<file path="src/rtl/rr_arbiter8_pkg.sv">
// Shared definitions for the 8-way round-robin arbiter.
//   - FSM state encoding (IDLE / GRANT / GAP, 2 bits)
//   - requester count and grant-index width
//   - rr_pick(): rotating-priority search used by the arbiter top
package rr_arbiter8_pkg;

  localparam int N_REQ = 8;
  localparam int ID_W  = 3;

  typedef enum logic [1:0] {
    ST_IDLE  = 2'd0,
    ST_GRANT = 2'd1,
    ST_GAP   = 2'd2
  } state_e;

  typedef struct packed {
    logic            found;
    logic [ID_W-1:0] id;
  } pick_t;

  // First requester at or after ptr, wrapping modulo N_REQ.
  // The loop runs from the farthest offset down to offset 0 so that the
  // last assignment to win is the nearest requester to ptr.
  function automatic pick_t rr_pick(input logic [N_REQ-1:0] req,
                                    input logic [ID_W-1:0]  ptr);
    pick_t           res;
    logic [ID_W-1:0] idx;
    res = '0;
    for (int k = N_REQ - 1; k >= 0; k--) begin
      idx = ptr + ID_W'(k);
      if (req[idx]) begin
        res.found = 1'b1;
        res.id    = idx;
      end
    end
    return res;
  endfunction

endpackage

</file>
<file path="src/rtl/rr_arbiter8_decoder.sv">
// 3-to-8 one-hot decoder.
//   sel    in  3  binary index
//   onehot out 8  bit sel set, all others clear
module rr_arbiter8_decoder
  import rr_arbiter8_pkg::*;
(
  input  logic [ID_W-1:0]  sel,
  output logic [N_REQ-1:0] onehot
);

  generate
    for (genvar gi = 0; gi < N_REQ; gi++) begin : g_dec
      assign onehot[gi] = (sel == ID_W'(gi));
    end
  endgenerate

endmodule

</file>
<file path="src/rtl/rr_arbiter8.sv">
// 8-way round-robin arbiter with bounded hold time and a one-cycle
// turnaround gap between owners.
//   clk       in   1  rising-edge clock
//   rst       in   1  synchronous active-high reset
//   enable    in   1  allows new grants from IDLE/GAP; ignored in GRANT
//   req       in   8  request vector, bit i = requester i
//   gnt       out  8  one-hot grant while gnt_valid, else zero
//   gnt_id    out  3  current / last owner index
//   gnt_valid out  1  high while in GRANT
//   forced    out  1  one-cycle pulse after an owner is released by timeout
// Parameters:
//   MAX_HOLD  max consecutive GRANT cycles per owner (0 = unlimited)
//   HOLD_W    hold counter width, MAX_HOLD <= 2**HOLD_W-1
module rr_arbiter8
  import rr_arbiter8_pkg::*;
#(
  parameter int MAX_HOLD = 8,
  parameter int HOLD_W   = 4
) (
  input  logic             clk,
  input  logic             rst,
  input  logic             enable,
  input  logic [N_REQ-1:0] req,
  output logic [N_REQ-1:0] gnt,
  output logic [ID_W-1:0]  gnt_id,
  output logic             gnt_valid,
  output logic             forced
);

  // Counter value seen on the last allowed GRANT cycle.
  localparam logic [HOLD_W-1:0] HOLD_LAST =
    HOLD_W'((MAX_HOLD == 0) ? 0 : MAX_HOLD - 1);

  state_e             state_q,    state_d;
  logic [ID_W-1:0]    ptr_q,      ptr_d;
  logic [ID_W-1:0]    gnt_id_q,   gnt_id_d;
  logic [HOLD_W-1:0]  hold_cnt_q, hold_cnt_d;
  logic               forced_q,   forced_d;

  pick_t              pick;
  logic               arb_ok;
  logic               owner_req;
  logic               timeout;
  logic [N_REQ-1:0]   dec_onehot;

  assign pick      = rr_pick(req, ptr_q);
  assign arb_ok    = enable && pick.found;
  assign owner_req = req[gnt_id_q];
  assign timeout   = (MAX_HOLD != 0) && (hold_cnt_q == HOLD_LAST);

  always_comb begin
    state_d    = state_q;
    ptr_d      = ptr_q;
    gnt_id_d   = gnt_id_q;
    hold_cnt_d = hold_cnt_q;
    forced_d   = 1'b0;

    unique case (state_q)
      ST_GRANT: begin
        // A voluntary release wins over a timeout on the same edge, so
        // forced is only raised when the owner is still requesting.
        if (!owner_req) begin
          state_d = ST_GAP;
          ptr_d   = gnt_id_q + ID_W'(1);
        end else if (timeout) begin
          state_d  = ST_GAP;
          ptr_d    = gnt_id_q + ID_W'(1);
          forced_d = 1'b1;
        end
        if (hold_cnt_q != '1) begin
          hold_cnt_d = hold_cnt_q + HOLD_W'(1);
        end
      end
      ST_IDLE, ST_GAP: begin
        if (arb_ok) begin
          state_d    = ST_GRANT;
          gnt_id_d   = pick.id;
          hold_cnt_d = '0;
        end else begin
          state_d = ST_IDLE;
        end
      end
      default: begin
        state_d = ST_IDLE;
      end
    endcase
  end

  always_ff @(posedge clk) begin
    if (rst) begin
      state_q    <= ST_IDLE;
      ptr_q      <= '0;
      gnt_id_q   <= '0;
      hold_cnt_q <= '0;
      forced_q   <= 1'b0;
    end else begin
      state_q    <= state_d;
      ptr_q      <= ptr_d;
      gnt_id_q   <= gnt_id_d;
      hold_cnt_q <= hold_cnt_d;
      forced_q   <= forced_d;
    end
  end

  rr_arbiter8_decoder u_dec (
    .sel    (gnt_id_q),
    .onehot (dec_onehot)
  );

  assign gnt_valid = (state_q == ST_GRANT);
  assign gnt       = dec_onehot & {N_REQ{gnt_valid}};
  assign gnt_id    = gnt_id_q;
  assign forced    = forced_q;

endmodule

</file>
<file path="config.mk">
export PLATFORM = sky130hd
export DESIGN_NAME = rr_arbiter8
export DESIGN_NICKNAME = d
export VERILOG_FILES = /design/src/rtl/rr_arbiter8_pkg.sv /design/src/rtl/rr_arbiter8_decoder.sv /design/src/rtl/rr_arbiter8.sv
export SDC_FILE = /design/constraint.sdc
export NUM_CORES = 1
export LEC_CHECK = 0
export CORE_ASPECT_RATIO = 1.1
export CORE_MARGIN = 2
export CORE_UTILIZATION = 40
export CTS_CLUSTER_SIZE = 20
export DETAILED_ROUTE_END_ITERATION = 16
export PLACE_DENSITY_LB_ADDON = 0.1
export SYNTH_ARGS = -nofsm -noshare
export SYNTH_HDL_FRONTEND = slang
export SYNTH_SLANG_ARGS = --single-unit
</file>
<file path="constraint.sdc">
create_clock -name clk -period 4.1 [get_ports clk]
set_input_delay 1.23 -clock clk [delete_from_list [all_inputs] [get_ports clk]]
set_output_delay 1.23 -clock clk [all_outputs]
set_load 0.005 [all_outputs]
</file>
==> run metrics, run 1 <==
status=complete, no violations; leading post-synthesis cells by cell area=mux4_2 (16%), dfxtp_1 (15%), mux2i_1 (9.5%), ha_1 (6.6%), mux2_2 (4.7%); I/O pins=24; Final Hold Vio Count=0; Buf/Inv on CP=1; port bufs=23; EDFF count, synth=0; DRC Markers=0; initial antenna violation count=0; number of global-route vias before repair=1559; Yosys cell types=49; combinational power share=50.3%; Die Wd=66.1 microns; routed via count=about 1500; Flop pwr share=about 28%; Yosys warnings=0; Synth Register Bits=13; Static Leak=0.730 nW; RSZ-0062 raised after global routing=no; final setup fails=0; startpoint types=input pin; share of layout cells above drive strength 1=17.1%; hold buffers post-CTS=0; Tcrit/Tclk final=between 80% and 90%; Post-CTS Resized=0; max cap viols=0; Layout Nets=226; Avg Synthesized Cell Area=between 9 and 10 sq um; clk slew on worst S/H paths=0.05 ns; Peak Freq=between 200 and 300 MHz; starting density of the core=42.1%; Clk Latency, worst-skew pair=0.24 ns; Core Rows=24; Top FF cell, synth=dfxtp_1; Max-slew headroom=57.2%; die area=4770 sq um; CP endpoint kind=flip-flop; ant diodes=0; worst slew pin tran=approximately 0.64 ns; CP top delay family=simple AND/OR/NAND/NOR gates; Core Area=4020 sq um; Iter 0 DRT Violations=46; P_sw=about 200 uW; root buffer cell=clkbuf_8; Switching Share=37.3%; Total GRT Usage=19.0%; CP cell instances=clkdlybuf4s50_1 > mux4_2 > or4_4 > a211oi_4 > nor3_1 > a221oi_2; Final ANT Viol Nets=0; final setup skew=0.00116 ns; CTS Buffer Depth=2; CTS buffer count=3; Fill cells=410; Final min period=3.45 ns; die height=~72 microns; vias per cell=5.95; post-synthesis net count=between 200 and 250; Area Growth Syn to Fin=16.8%; Power Density=266 nW/um^2; Worst Path Arrival=3.61 ns; r2r setup slk=0.71 ns; CP Class=input pin to flip-flop; fin. max-slew vios=0; total iterations of the first detailed-routing run=4; Peak VDD IR=~0.099 mV; Req. time, crit path=4.26 ns; routability cong.=0.933; Syn Std Cell Area=1690 sq um; CP max stage cell=or4_4; pin count of the biggest net entering global routing=20; min-delay worst type=flip-flop to flip-flop; Gate Count Post-Synth=187; CTS tree=done; sequential share of the synthesized area=15.4%; setup bufs post-CTS=0; Sink Count=13; H-Tree Depth=1; routed len/inst=16.6 microns; register area=260 sq um; share of total power in the clock network=21.6%; total grt overflow=0; setup tns final=0 ns; largest area contributor in the netlist=mux4_2; hpwl dp=3320 microns; commonest non-fill, non-tap cells in the layout=clkdlybuf4s50_1 (23), mux2i_1 (16), nand2_1 (13), dfxtp_1 (13), mux4_2 (12); Internal Dissipation=330 uW; Max stage delay on crit path=0.58 ns; global-route wire length before repair=7180 microns; Max FO, Critical Path=8; commonest non-fill, non-tap cell in the layout=clkdlybuf4s50_1; wirelength, routed=4260 microns; Fin Hold WS=0.494 ns; Multi-input gate area=1330 sq um; FFs w/ async S/R, synth=0%; share of Yosys cell area claimed by the top area cell type=16.0%
[Yosys cell counts, drive strengths merged, types with 5 or more instances]
master  count
nor3        7
mux2        8
buf         7
mux2i      16
dfxtp      13
o21ai       8
nand2      13
ha          9
inv         9
a21oi       9
nor2        6
and3        6
mux4       12
nand3       5
[sequential cells by signal (all words and copies together) (netlist names)]
register,cells
forced,1
gnt_id,3
hold_cnt_q,4
ptr_q,3
state_q,2
[stage by stage]
stage	util [%]	setup WS [ns]	instance area, sq um	cells	power (mW)
2_1_floorplan	-	1.13	1690	187	0.347
3_3_place_gp	48.1	0.429	1930	253	0.412
3_5_place_dp	48.1	0.388	1930	253	0.414
4_1_cts	49.2	0.656	1980	257	0.528
5_1_grt	49.2	0.536	1980	257	0.559
6_report	49.2	0.650	1980	257	0.526
[cell type report]
class	instances	share of cell area, %
Timing Repair Buffer	25	12.4
Clock buffer	4	2.28
Tap cell	52	3.29
Inverter	10	1.90
Sequential cell	13	13.1
Multi-Input combinational cell	153	67.0
[power groups by stage]
| stage | logic [mW] | clock network [mW] | registers (mW) |
|---|---|---|---|
| 2_1_floorplan | 0.201 | 0 | 0.146 |
| 3_3_place_gp | 0.261 | 0 | 0.151 |
| 3_5_place_dp | 0.263 | 0 | 0.151 |
| 4_1_cts | 0.264 | 0.116 | 0.148 |
| 5_1_grt | 0.290 | 0.120 | 0.150 |
| 6_report | 0.265 | 0.114 | 0.148 |
[final timing paths]
kind	cells past startpoint	startpoint	to
max	6	req[0]	gnt_id[2]$_SDFFE_PP0P_
min	2	state_q[0]$_SDFFE_PP0P_	hold_cnt_q[1]$_SDFFE_PP0P_
min reg2reg	2	state_q[0]$_SDFFE_PP0P_	hold_cnt_q[1]$_SDFFE_PP0P_
max reg2reg	7	ptr_q[1]$_SDFFE_PP0P_	gnt_id[2]$_SDFFE_PP0P_
[metal layers]
layer | global-route usage (%) | routed length (microns)
met1 | 22.7 | 1830
met4 | 7.94 | 114
met5 | 0 | 0
met3 | 1.86 | 182
met2 | 34.5 | 2140
[worst min-delay path: stages, from the launching register on]
cell	delay [ns]
dfxtp_1	0.32
nand3_1	0.07
a21oi_1	0.06
[kinds of logic (layout without fill, tap and decap cells)]
family	count (synthesis)	in the layout	synth area share, %
AND/OR/NAND/NOR	62	62	20.4
AO/OA/AOI/OAI	42	42	18.2
multiplexers	36	36	30.9
buffers and inverters	21	39	6.35
flip-flops	13	13	15.4
adder cells (fa/ha/maj)	9	9	6.65
XOR/XNOR	4	4	2.07
No activity file was read; power rests on OpenSTA's default activity.
==> inputs of run 2 (changes only) <==
- clock period: 4.1 -> 3.1 ns (I/O delays scaled with it)
==> run metrics, run 2 (synthesis gave the netlist of run 1 again) <==
worst slew pin tran=0.612 ns (was 0.641 ns); register area=260 sq um (unchanged); post-route cell area=2210 sq um (was 1980 sq um); clk slew on worst S/H paths=0.05 ns (about the same); starting density of the core=42.1% (unchanged); Static Leak=0.906 nW (was 0.730 nW); Max FO, Critical Path=7 (was 8); Fill cells=392 (was 410); min-delay worst type=flip-flop to flip-flop (unchanged); CP cell instances=clkdlybuf4s50_1 > buf_4 > mux4_2 > or4_4 > a211oi_4 > nor3_1 > a221oi_2 (was clkdlybuf4s50_1 > mux4_2 > or4_4 > a211oi_4 > nor3_1 > a221oi_2); Iter 0 DRT Violations=45 (was 46); max cap viols=0 (unchanged); Final ANT Viol Nets=0 (unchanged); Placed Area=2150 sq um (was 1930 sq um); Max stage delay on crit path=0.47 ns (was 0.58 ns); Util after Layout=54.9% (was 49.2%); CP Class=input pin to flip-flop (unchanged); setup tns final=0 ns (unchanged); ant diodes=0 (unchanged); CP endpoint kind=flip-flop (unchanged); non-filler instance count after layout=286 (was 257); final setup skew=0.00191 ns (was 0.00116 ns); Core Rows=24 (unchanged); hpwl dp=3890 microns (was 3320 microns); Clk Latency, worst-skew pair=0.25 ns (was 0.24 ns); die area=4770 sq um (unchanged); CP top delay family=buffers and inverters (was simple AND/OR/NAND/NOR gates); Total GRT Usage=21.6% (was 19.0%); number of flip-flops in the largest register=4 (unchanged); Max-slew headroom=59.2% (was 57.2%); startpoint types=input pin (unchanged); dpl cells=282 (was 253); Area Growth Syn to Fin=30.3% (was 16.8%); root buffer cell=clkbuf_8 (unchanged); die height=72.3 microns (unchanged); Power Density=345 nW/um^2 (was 266 nW/um^2); Final Hold Vio Count=0 (unchanged); global-route wire length before repair=7950 microns (was 7180 microns); pin count of the biggest net entering global routing=20 (unchanged); CP max stage cell=mux4_2 (was or4_4); port bufs=23 (unchanged); routed len/inst=16.9 microns (was 16.6 microns); vias per cell=5.89 (was 5.95); CTS Buffer Depth=2 (unchanged); status=complete, no violations (unchanged); CTS buffer count=3 (unchanged); H-Tree Depth=1 (unchanged); total power=761 uW (was 526 uW); Sink Count=13 (unchanged); Multi-input gate area=1330 sq um (unchanged); initial antenna violation count=0 (unchanged); CTS tree=done (unchanged); number of global-route vias before repair=1726 (was 1559); setup bufs post-CTS=0 (unchanged); commonest non-fill, non-tap cell in the layout=buf_4 (was clkdlybuf4s50_1); fin. max-slew vios=0 (unchanged); Peak Freq=334 MHz; Buf/Inv on CP=2 (was 1); wirelength, routed=4840 microns (was 4260 microns); Core Area=4020 sq um (unchanged); final setup fails=0 (unchanged); Layout Nets=255 (was 226); RSZ-0062 raised after global routing=no (unchanged); commonest non-fill, non-tap cells in the layout=buf_4 (31), clkdlybuf4s50_1 (19), mux2i_1 (16) (was clkdlybuf4s50_1 (23), mux2i_1 (16), nand2_1 (13), dfxtp_1 (13), mux4_2 (12)); Final min period=~3.0 ns; Tcrit/Tclk final=between 90 and 100%; share of layout cells above drive strength 1=27.4% (was 17.1%); DRC Markers=0 (unchanged); Biggest register=hold_cnt_q (unchanged); routed via count=1684 (was 1530); Req. time, crit path=3.25 ns (was 4.26 ns); Peak VDD IR=0.119 mV (was 0.0993 mV); total iterations of the first detailed-routing run=4 (unchanged); total grt overflow=0 (unchanged); routability cong.=0.891 (was 0.933); Die Wd=66.1 microns (unchanged); I/O pins=24 (unchanged); Worst Path Arrival=3.15 ns (was 3.61 ns)
## run 2: worst paths after layout
| path | start | endpoint | slack, ns | cells past startpoint |
|---|---|---|---|---|
| setup / recovery | req[1] | gnt_id[2]$_SDFFE_PP0P_ | 0.11 | 7 |
| setup reg to reg | ptr_q[1]$_SDFFE_PP0P_ | gnt_id[1]$_SDFFE_PP0P_ | 0.21 | 9 |
| hold / removal | hold_cnt_q[3]$_SDFFE_PP0P_ | forced$_SDFF_PP0_ | 0.51 | 1 |
| hold reg to reg | hold_cnt_q[3]$_SDFFE_PP0P_ | forced$_SDFF_PP0_ | 0.51 | 1 |
## run 2: area by class of cell
class / instances / share of cell area (%)
multi-input combinational: 153 / 60.1
timing repair buffer: 54 / 21.4
sequential: 13 / 11.8
tap: 52 / 2.95
clock buffer: 4 / 2.04
inverter: 10 / 1.70
## run 2: repair_timing
action	4_1_cts	5_1_grt
setup endpoints to repair	0	5
hold buffers	0	0
gates resized for setup	0	4
## run 2: report_power, final
| part | switching, mW | total, mW | leakage (nW) | internal, mW |
|---|---|---|---|---|
| clock | 0.0618 | 0.153 | 0.0228 | 0.0910 |
| combinational | 0.200 | 0.413 | 0.777 | 0.213 |
| sequential | 0.0167 | 0.195 | 0.106 | 0.179 |
| total | 0.278 | 0.761 | 0.906 | 0.482 |
## run 2: metrics by stage
step | hold slack [ns] | worst slack, ns
finish | 0.509 | 0.105
global placement | 0.492 | -0.137
CTS | 0.512 | 0.0793
global route | 0.546 | 0.0230
floorplan | 0.461 | 0.142
detailed placement | 0.497 | -0.168
## run 2: worst reg2reg max path, cell delays in order (launching register included)
cell and delay (ns):
dfxtp_1 0.34, clkinv_1 0.09, ha_1 0.42, buf_4 0.26, mux2_2 0.36, mux4_2 0.51
nor3b_1 0.22, a311oi_1 0.07, a211o_1 0.33, a221oi_2 0.21
## run 2: per-layer routing
metal  up-vias  track usage, %  part of all wire, %
met3        13            1.55                  2.4
met5         -               0                    0
met4         0            9.98                  2.8
met1       814            23.5                   40
met2        41            41.9                   54
li1        816               -                    -
==> inputs of run 3 (changes only) <==
- CELL_PAD_IN_SITES_DETAIL_PLACEMENT: unset -> 1
- CELL_PAD_IN_SITES_GLOBAL_PLACEMENT: unset -> 1
- CORE_UTILIZATION: 40 -> 38
- SETUP_SLACK_MARGIN: unset -> 0.1
==> run metrics, run 3 (synthesis gave the netlist of run 1 again) <==
status=complete, no violations (unchanged); CP endpoint kind=flip-flop (unchanged); final setup skew=0.00424 ns (was 0.00191 ns); commonest non-fill, non-tap cell in the layout=buf_4 (unchanged); Max FO, Critical Path=6 (was 7); pin count of the biggest net entering global routing=20 (unchanged); ant diodes=0 (unchanged); most frequent CP cell=buf_4; final setup fails=0 (unchanged); fin. max-slew vios=0 (unchanged); Max-slew headroom=54.8% (was 59.2%); routability cong.=0.911 (was 0.891); CTS buffer count=3 (unchanged); Tcrit/Tclk final=90.9% (was 96.6%); CP max stage cell=mux4_2 (unchanged); Peak Freq=355 MHz (was 334 MHz); CP cell instances=dlygate4sd2_1 > mux4_2 > buf_4 > buf_4 > mux2i_1 > buf_4 > nand4_1 > a311oi_1 > a211o_1 > a221oi_2 (was clkdlybuf4s50_1 > buf_4 > mux4_2 > or4_4 > a211oi_4 > nor3_1 > a221oi_2); total iterations of the first detailed-routing run=4 (unchanged); wirelength, routed=5670 microns (was 4840 microns); hpwl dp=4620 microns (was 3890 microns); vias per cell=6.01 (was 5.89); share of layout cells above drive strength 1=31.7% (was 27.4%); dpl cells=289 (was 282); max cap viols=0 (unchanged); total grt overflow=0 (unchanged); Iter 0 DRT Violations=74 (was 45); Layout Nets=261 (was 255); CP Class=input pin to flip-flop (unchanged); Placed Area=2190 sq um (was 2150 sq um); Core Area=4290 sq um (was 4020 sq um); die area=5010 sq um (was 4770 sq um); starting density of the core=39.5% (was 42.1%); H-Tree Depth=1 (unchanged); Max stage delay on crit path=0.49 ns (was 0.47 ns); die height=74.0 microns (was 72.3 microns); root buffer cell=clkbuf_8 (unchanged); Sink Count=13 (unchanged); Final min period=2.82 ns (was 2.99 ns); routed len/inst=19.3 microns (was 16.9 microns); routed via count=1767 (was 1684); Die Wd=67.7 microns (was 66.1 microns); Final Hold Vio Count=0 (unchanged); Peak VDD IR=0.135 mV (was 0.119 mV); Power Density=352 nW/um^2 (was 345 nW/um^2); DRC Markers=0 (unchanged); Biggest register=hold_cnt_q (unchanged); Util after Layout=53.5% (was 54.9%); CTS tree=done (unchanged); number of flip-flops in the largest register=4 (unchanged); hold buffers post-CTS=0 (unchanged); min-delay worst type=flip-flop to flip-flop (unchanged); Req. time, crit path=3.23 ns (was 3.25 ns); number of global-route vias before repair=1862 (was 1726); clk slew on worst S/H paths=0.06 ns (was 0.05 ns); Clk Latency, worst-skew pair=0.25 ns (about the same); RSZ-0062 raised after global routing=no (unchanged); worst slew pin tran=0.677 ns (was 0.612 ns); Area Growth Syn to Fin=35.5% (was 30.3%); non-filler instance count after layout=294 (was 286); port bufs=23 (unchanged); commonest non-fill, non-tap cells in the layout=buf_4 (36), mux2i_1 (15), clkdlybuf4s50_1 (15) (was buf_4 (31), clkdlybuf4s50_1 (19), mux2i_1 (16)); Worst Path Arrival=2.95 ns (was 3.15 ns); initial antenna violation count=0 (unchanged); startpoint types=input pin (unchanged); Final ANT Viol Nets=0 (unchanged); Total GRT Usage=23.6% (was 21.6%); Static Leak=0.936 nW (was 0.906 nW); global-route wire length before repair=8920 microns (was 7950 microns); Core Rows=25 (was 24); I/O pins=24 (unchanged); post-route cell area=2290 sq um (was 2210 sq um); setup tns final=0 ns (unchanged); CTS Buffer Depth=2 (unchanged)
-- run 3: cell count changes in the layout (fill, tap and decap cells not counted), moves of 2 or more --
cell,delta
clkdlybuf4s50_1,-4
nor3_2,+2
dlymetal6s2s_1,-2
nor3_1,-2
dlygate4sd2_1,+6
buf_4,+5
-- run 3: per-stage QoR --
step | setup WS (ns) | power [mW] | hold slack [ns]
floorplan | 0.142 | 0.459 | 0.461
global route | 0.218 | 0.855 | 0.541
CTS | 0.0994 | 0.790 | 0.512
finish | 0.283 | 0.807 | 0.510
global placement | -0.164 | 0.609 | 0.490
detailed placement | -0.223 | 0.629 | 0.501
-- run 3: final timing paths --
path                            cells after the start                        from  slack [ns]                      to
worst max-delay path                               10                      req[3]        0.28  gnt_id[1]$_SDFFE_PP0P_
worst min-delay path                                1  hold_cnt_q[3]$_SDFFE_PP0P_        0.51       forced$_SDFF_PP0_
worst max register to register                     11       ptr_q[1]$_SDFFE_PP0P_        0.34  gnt_id[1]$_SDFFE_PP0P_
worst min register to register                      1  hold_cnt_q[3]$_SDFFE_PP0P_        0.51       forced$_SDFF_PP0_
-- run 3: per-layer routing --
metal | part of all wire [%] | GRT usage [%]
met1 | 39 | 24.6
met2 | 57 | 47.9
met3 | 2.3 | 1.51
met4 | 1.2 | 9.07
met5 | 0 | 0
-- run 3: critical path, delay by kind of cell --
kind                   cells  cell delay [ns]
buffers and inverters      4             0.77
muxes                      2             0.62
AOI/OAI and AO/OA          3             0.53
and+or+nand+nor            1             0.10
-- run 3: what timing repair did --
item                                    in CTS  in global routing
pin swaps                                    2                  3
buffers inserted                             1                  0
endpoints found under the setup margin       5                  6
gates resized for setup                      8                 10
-- run 3: report_power, final --
group	leakage [nW]	total [mW]	switching, mW	internal (mW)
combinational	0.807	0.453	0.221	0.232
sequential	0.106	0.197	0.0182	0.178
clock	0.0228	0.158	0.0667	0.0912
total	0.936	0.807	0.306	0.502
-- run 3: area by class of cell --
type / count / area [sq um]
clock buffer: 4 / 45.0
fill: 507 / 1990
inverter: 10 / 37.5
multi-input combinational: 153 / 1380
sequential: 13 / 260
tap: 54 / 67.6
timing repair buffer: 60 / 509
